**src/rtl/bitcoin_pkg.sv**
```systemverilog
// Shared definitions for the bitcoin hashing datapath and its post-processing.
// Holds the default nonce count, the result-scan FSM state encoding and the
// read latency of the shared single-port hash memory.
package bitcoin_pkg;

  // Number of consecutive H0 words produced per hashing run.
  localparam int NUM_NONCE_DEFAULT = 16;

  // Cycles from address presentation to data on mem_read_data.
  localparam int MEM_RD_LAT = 1;

  // Starting value for a running minimum, so any real word can replace it.
  localparam logic [31:0] HASH_MAX = 32'hFFFF_FFFF;

  typedef enum logic [1:0] {
    IDLE   = 2'd0,
    READ   = 2'd1,
    FINISH = 2'd2
  } scan_state_e;

endpackage

```
**src/rtl/nonce_result_scan_min_tracker.sv**
```systemverilog
// min_tracker: registered running minimum with the index where it was seen.
//   clk, reset : clock and synchronous active-high reset
//   clr        : restart tracking (minimum to all-ones, index to 0)
//   valid      : present value/idx this cycle
//   value, idx : candidate word and its index
//   min_value  : smallest value seen since the last clr/reset
//   min_idx    : index of that value; strict less-than keeps the earliest tie
module min_tracker
  import bitcoin_pkg::*;
#(
  parameter int IDX_W = 4
) (
  input  logic             clk,
  input  logic             reset,
  input  logic             clr,
  input  logic             valid,
  input  logic [31:0]      value,
  input  logic [IDX_W-1:0] idx,
  output logic [31:0]      min_value,
  output logic [IDX_W-1:0] min_idx
);

  logic [31:0]      min_value_q, min_value_d;
  logic [IDX_W-1:0] min_idx_q, min_idx_d;

  always_comb begin
    min_value_d = min_value_q;
    min_idx_d   = min_idx_q;
    if (clr) begin
      min_value_d = HASH_MAX;
      min_idx_d   = '0;
    end else if (valid && (value < min_value_q)) begin
      min_value_d = value;
      min_idx_d   = idx;
    end
  end

  always_ff @(posedge clk) begin
    if (reset) begin
      min_value_q <= HASH_MAX;
      min_idx_q   <= '0;
    end else begin
      min_value_q <= min_value_d;
      min_idx_q   <= min_idx_d;
    end
  end

  assign min_value = min_value_q;
  assign min_idx   = min_idx_q;

endmodule

```
**src/rtl/nonce_result_scan.sv**
```systemverilog
// nonce_result_scan: reads NUM_NONCE H0 words back from the hash memory,
// flags those below a difficulty target and tracks the smallest one.
//   clk, reset          : sole clock, synchronous active-high reset
//   start               : one-cycle scan request, honoured only in IDLE
//   hash_addr, target   : base address of nonce 0 and threshold, latched at start
//   done                : one-cycle pulse, results final in this cycle
//   found, hit_mask     : any hit / per-nonce hit flags (H0 < target)
//   best_nonce/best_hash: index and value of the minimum H0
//   mem_*               : read-only single-port memory client
//   dbg_state           : current FSM state
//
// Handshake: start is a single-cycle request with no acknowledge; it is only
// accepted in IDLE, and requests in READ/FINISH are dropped, not queued.
module nonce_result_scan
  import bitcoin_pkg::*;
#(
  parameter int NUM_NONCE = NUM_NONCE_DEFAULT,
  parameter int IDX_W     = $clog2(NUM_NONCE)
) (
  input  logic                 clk,
  input  logic                 reset,
  input  logic                 start,
  input  logic [15:0]          hash_addr,
  input  logic [31:0]          target,
  output logic                 done,
  output logic                 found,
  output logic [NUM_NONCE-1:0] hit_mask,
  output logic [IDX_W-1:0]     best_nonce,
  output logic [31:0]          best_hash,
  output logic                 mem_clk,
  output logic                 mem_we,
  output logic [15:0]          mem_addr,
  input  logic [31:0]          mem_read_data,
  output logic [1:0]           dbg_state
);

  localparam logic [IDX_W-1:0] LAST_IDX = IDX_W'(NUM_NONCE - 1);

  scan_state_e          state_q, state_d;
  logic [15:0]          base_q, base_d;
  logic [31:0]          target_q, target_d;
  logic [IDX_W-1:0]     rd_idx_q, rd_idx_d;
  logic [IDX_W-1:0]     cap_idx_q, cap_idx_d;
  logic [NUM_NONCE-1:0] hit_mask_q, hit_mask_d;
  logic                 found_q, found_d;
  // One stage per cycle of memory latency: a READ cycle's address returns
  // data MEM_RD_LAT edges later, so the flag marks when a word is capturable.
  logic [MEM_RD_LAT-1:0] cap_pipe_q;

  logic start_acc;
  logic cap_v;
  logic word_hit;

  assign cap_v    = (state_q == READ) && cap_pipe_q[MEM_RD_LAT-1];
  assign word_hit = (mem_read_data < target_q);

  always_comb begin
    state_d    = state_q;
    base_d     = base_q;
    target_d   = target_q;
    rd_idx_d   = rd_idx_q;
    cap_idx_d  = cap_idx_q;
    hit_mask_d = hit_mask_q;
    found_d    = found_q;
    start_acc  = 1'b0;
    done       = 1'b0;
    mem_addr   = base_q + 16'(rd_idx_q);

    case (state_q)
      IDLE: begin
        mem_addr = hash_addr;
        if (start) begin
          start_acc  = 1'b1;
          base_d     = hash_addr;
          target_d   = target;
          rd_idx_d   = '0;
          cap_idx_d  = '0;
          hit_mask_d = '0;
          found_d    = 1'b0;
          state_d    = READ;
        end
      end
      READ: begin
        // The address counter runs ahead of capture and parks on the last word.
        if (rd_idx_q != LAST_IDX) rd_idx_d = rd_idx_q + 1'b1;
        if (cap_v) begin
          hit_mask_d[cap_idx_q] = word_hit;
          found_d               = found_q | word_hit;
          cap_idx_d             = cap_idx_q + 1'b1;
          if (cap_idx_q == LAST_IDX) state_d = FINISH;
        end
      end
      FINISH: begin
        done    = 1'b1;
        state_d = IDLE;
      end
      default: state_d = IDLE;
    endcase
  end

  always_ff @(posedge clk) begin
    if (reset) begin
      state_q    <= IDLE;
      base_q     <= '0;
      target_q   <= '0;
      rd_idx_q   <= '0;
      cap_idx_q  <= '0;
      hit_mask_q <= '0;
      found_q    <= 1'b0;
      cap_pipe_q <= '0;
    end else begin
      state_q    <= state_d;
      base_q     <= base_d;
      target_q   <= target_d;
      rd_idx_q   <= rd_idx_d;
      cap_idx_q  <= cap_idx_d;
      hit_mask_q <= hit_mask_d;
      found_q    <= found_d;
      if (start_acc) begin
        cap_pipe_q <= '0;
      end else begin
        cap_pipe_q[0] <= (state_q == READ);
        for (int i = 1; i < MEM_RD_LAT; i++) cap_pipe_q[i] <= cap_pipe_q[i-1];
      end
    end
  end

  min_tracker #(.IDX_W(IDX_W)) u_min (
    .clk       (clk),
    .reset     (reset),
    .clr       (start_acc),
    .valid     (cap_v),
    .value     (mem_read_data),
    .idx       (cap_idx_q),
    .min_value (best_hash),
    .min_idx   (best_nonce)
  );

  assign found     = found_q;
  assign hit_mask  = hit_mask_q;
  assign mem_clk   = clk;
  assign mem_we    = 1'b0;
  assign dbg_state = state_q;

endmodule
```
**config.mk**
```make
export PLATFORM = sky130hd
export DESIGN_NAME = nonce_result_scan
export DESIGN_NICKNAME = d
export VERILOG_FILES = /design/src/rtl/bitcoin_pkg.sv /design/src/rtl/nonce_result_scan_min_tracker.sv /design/src/rtl/nonce_result_scan.sv
export SDC_FILE = /design/constraint.sdc
export NUM_CORES = 1
export LEC_CHECK = 0
export CAP_MARGIN = 0
export CORE_MARGIN = 1.5
export CORE_UTILIZATION = 35
export DETAILED_ROUTE_END_ITERATION = 10
export DONT_BUFFER_PORTS = 1
export SYNTH_ARGS = -nofsm -noshare
export SYNTH_HDL_FRONTEND = slang
export SYNTH_SLANG_ARGS = --single-unit
export TNS_END_PERCENT = 30
```
**constraint.sdc**
```tcl
create_clock -name clk -period 2.3 [get_ports clk]
set_input_delay 0.69 -clock clk [delete_from_list [all_inputs] [get_ports clk]]
set_output_delay 0.69 -clock clk [all_outputs]
set_load 0.01 [all_outputs]
```
Word-level counts from Yosys, hierarchy flattened. Index checks and enable logic that the tools add are counted.

Flip-flop bits (word level): 112. Bits of input ports: 83. Logic and storage cells: 58.

Reduce and logical (&&, ||, !) cells: 10. Eq/ne operators: 8. $add $sub $neg: 3. Muxes and demuxes: 22. Bitwise gates (word level): 1. Order comparisons: 4.

Operator list (count): $lt 32x32->1 (2); $mux 16 (3); $pmux 16 s2 (1); $add 16x4->16 (1); $bwmux 16 (1); $pmux 4 s2 (2); $mux 4 (3); $reduce_and 3->1 (3); $add 4x1->4 const B (2); $mux 1 (6); $mux 2 (3); $ne 2x1->1 const B (3); $lt 4x5->1 const B (1); $demux 1 s4 (1); $eq 4x4->1 const B (1); $ge 4x1->1 const B (1); $ne 4x4->1 const B (1); $pmux 2 s2 (1); $logic_and 1x1->1 (3); $eq 2x1->1 const B (1); $eq 2x2->1 const B (1); $logic_not 2->1 (1); $ne 2x2->1 const B (1); $pmux 1 s2 (1); other kinds (4) (4).

Depth between registers and ports, before layout.
Depth after elaboration: 7. Mapped depth: 10. Gate-level depth less buffers: 9.

Hierarchy. A second synthesis with hierarchy kept.

Cells, all modules: 848. Area total of the unflattened synthesis: 6612.6 µm².

Modules (own cells, without submodules): nonce_result_scan (area an instance 4385.5 µm², cells each 576, sequential area each 1521.5 µm², times used 1); min_tracker (area an instance 2227.1 µm², cells each 272, sequential area each 720.7 µm², times used 1).

==> flow_metrics.env <==
export IMPL_status="complete, but fails checks"
export IMPL_violations="negative setup slack"
export IMPL_groute_usage_overall_pct=17.72
export IMPL_hold_path_cell_count=1
export IMPL_worstMarginPinSlew_ps=497.4
export IMPL_critical_path_cell_chain="ha_4 > inv_2 > fa_2 > nor2b_1 > o21a_1 > o211ai_1 > nor2_1 > xnor2_1 > o21ai_2"
export IMPL_antenna_found_initial=3
export IMPL_ys_types=48
export IMPL_yosys_warnings=0
export IMPL_grt_start_max_net_pins=65
export IMPL_final_common_cell="nand2_1"
export IMPL_netlist_area_mm2=0.006460
export IMPL_fin_setup_tns_ps=-6411
export IMPL_ys_seq_area_share_pct=34.71
export IMPL_min_from="reset"
export IMPL_pwr_density_cell_mw_per_mm2=538.3
export IMPL_post_dp_hpwl_um=12920
export IMPL_final_cell_mix="149 x nand2_1, 106 x dfxtp_1, 85 x a21oi_1"
export IMPL_cts_tree="built"
export IMPL_p_sw_share_pct=27.01
export IMPL_dieArea_mm2=0.01928
export IMPL_rsz0062_at_grt="true"
export IMPL_htreeDepth=3
export IMPL_portBuffers=0
export IMPL_p_comb_share_pct=14.0
export IMPL_timing_critical_path_depth=9
export IMPL_clock_power_share_pct=36.3
export IMPL_clockBufferDepth=2
export IMPL_rows=49
export IMPL_synth_edf_count=0
export IMPL_regArea_mm2=0.002252
export IMPL_critPathTopFamily="compound AO/OA/AOI/OAI gates"
export IMPL_grt_overflow_total=0
export IMPL_cts_hold_buffers=0
export IMPL_ys_top_cells_by_area="dfxtp_1 35%, ha_1 14%, nand2_1 8.8%"
export IMPL_start_util_pct=35.84
export IMPL_routedWlPerCell_um=15.23
export IMPL_grt_pass1_vias=5338
export IMPL_place_gp_congestion=0.8225
export IMPL_routed_wirelength_um=17210
export IMPL_crit_path_start="rd_idx_q[0]"
export IMPL_start_kind="register"
export IMPL_fin_crit_ps=2889
export IMPL_multi_input_area_mm2=0.003856
export IMPL_ir_drop_uv=412.0
export IMPL_core_mm2=0.01802
export IMPL_p_int_uw=3006
export IMPL_cts_buffers=9
export IMPL_drt_iter0_drc=235
export IMPL_final_max_slew_viol_count=0
export IMPL_crit_type="reg2out"
export IMPL_fin_crit_sh_pct=125.6
export IMPL_fmax_mhz=346.1
export IMPL_grt_pass1_wl_um=27500
export IMPL_route_detailed_drc=0
export IMPL_critPathCaptureType="output pin"
export IMPL_skew_ps=10.38
export IMPL_io_pins=157
export IMPL_crit_fanout=4
export IMPL_slew_headroom_pct=66.59
export IMPL_r2r_start="u_min.min_value[29]"
export IMPL_vias_per_cell=5.150
export IMPL_synth_area_mux_share_pct=0.3293
export IMPL_netlist_instances=847
export IMPL_maxCapViolations=0
export IMPL_crit_required_ps=1610
export IMPL_yosysTopAreaCell="dfxtp_1"
export IMPL_clock_sinks=112
export IMPL_critPathArrivalTime_ps=2200
export IMPL_clk_pin_slew_worst_paths_ps=80
export IMPL_slowest_stage="o211ai_1"
export IMPL_synth_xor_area_share_pct=2.305
export IMPL_synth_top_family_by_area="simple AND/OR/NAND/NOR gates"
export IMPL_die_y_um=138.9
export IMPL_fill_cells=1896
export IMPL_power_uw=4118
export IMPL_die_w_um=138.9
export IMPL_finalNetCount=1049
export IMPL_postLayoutSetupSlackWorst_ps=-588.9
export IMPL_p_switching_uw=1112
export IMPL_synthFlopType="dfxtp_1"
export IMPL_cts_root_buf="clkbuf_16"
export IMPL_synthesis_nets=1002
export IMPL_clkLatencyLatePin_ps=360
export IMPL_reg2regPathDepth=9
export IMPL_yosysTopAreaCellShare_pct=34.71
export IMPL_postRouteAntennaNets=0
export IMPL_final_layout_size_suffix_gt1_share_pct=14.92
export IMPL_area_growth_pct=18.42
export IMPL_synth_compound_area_share_pct=20.10
export IMPL_setup_viol=14
export IMPL_dr_total_vias=5819
export IMPL_synthAdderAreaFrac_pct=14.06
export IMPL_first_pass_iters=4
export IMPL_synth_simple_area_share_pct=20.92
export IMPL_seqPwrFrac_pct=49.7
export IMPL_avgSynthCellArea_um2=7.627
export IMPL_hold_class="in2reg"
export IMPL_cp_num_buf_inv=1
export IMPL_finalHoldViolCount=0
export IMPL_synthArstFlopShare_pct=0
export IMPL_ys_ff_latch=112
export IMPL_critPathMaxStageDelay_ps=400
export IMPL_leakage_uw=0.003246
-- stage by stage --
stage / std cells / util [%] / worst slack [ps] / area, um^2 / hold WS [ps]
final: 1130 / 42.44 / -588.9 / 7650 / 393.1
after global routing: 1127 / 42.40 / -679.1 / 7642 / 379.8
after CTS: 1125 / 42.07 / -597.5 / 7582 / 376.7
after detailed placement: 1110 / 40.38 / -250.0 / 7278 / 440.4
after global placement: 1110 / 40.38 / -217.5 / 7278 / 438.3
after floorplan: 847 / - / -88.36 / 6486 / 436.3
-- cells in the mapped netlist (3+ instances only) --
cell type    n
a21o_1       8
a21oi_1     87
a31oi_1      3
and3_1       3
buf_1        3
buf_2       16
clkbuf_1    29
dfxtp_1    112
ha_1        71
inv_1       69
nand2_1    151
nand3_1     17
nand4_1     29
nor2_1      28
nor2b_1     13
nor3_1      37
o21a_1      32
o21ai_0     29
o21ai_1     55
or3_1        3
or3b_1       3
xnor2_1      4
xor2_1      13
-- cell type report --
cell class / count / area share [%]
multi-input combinational: 615 / 50.41
sequential: 112 / 29.44
timing repair buffer: 87 / 9.454
tap: 229 / 3.746
inverter: 69 / 3.386
clock buffer: 12 / 3.222
clock inverter: 3 / 0.2453
antenna: 3 / 0.09814
-- logic make-up (layout without fill, tap and decap cells) --
family | Yosys count | in the layout
other | 1 | 4
and+or+nand+nor | 295 | 295
xor gates and xnor gates | 17 | 17
adders and majority gates | 72 | 72
buffers and inverters | 120 | 171
DFF | 112 | 112
muxes | 2 | 2
AOI/OAI and AO/OA | 228 | 228
-- routing by layer --
layer / wire [um] / GRT usage, % / up-vias / part of all wire [%]
met5: 17 / 0 / - / 0.099
met4: 192 / 4.496 / 2 / 1.1
met3: 1466 / 6.215 / 16 / 8.5
met2: 7855 / 28.76 / 144 / 46
met1: 7675 / 22.46 / 2656 / 45
li1: - / - / 3001 / -
-- final timing paths --
path	to	slack (ps)
hold reg to reg	target_q[20]	450
hold / removal	base_q[14]	390
setup / recovery	mem_addr[10]	-590
setup reg to reg	u_min.min_idx[2]	130
-- power by group through the flow --
stage	registers [uW]	clock network [uW]	logic, uW
finish	2050	1500	575
global route	2060	1640	656
CTS	2050	1570	583
detailed placement	2090	0	568
global placement	2090	0	559
floorplan	2080	35.8	399
-- timing repair --
action	4_1_cts	5_1_grt
gates cloned	0	0
buffers inserted	0	2
hold endpoints to repair	0	0
endpoints found under the setup margin	15	48
pin swaps	9	12
gates resized for setup	19	10
-- sequential cells by signal (all words and copies together) (netlist names) --
register and cells:
u_min.min_value 32, base_q 16, cap_pipe_q 1, u_min.min_idx 4, rd_idx_q 4, hit_mask 16, target_q 32, cap_idx_q 4
dbg_state 2, found 1
Note: power is estimated with default switching activity, not from simulation.
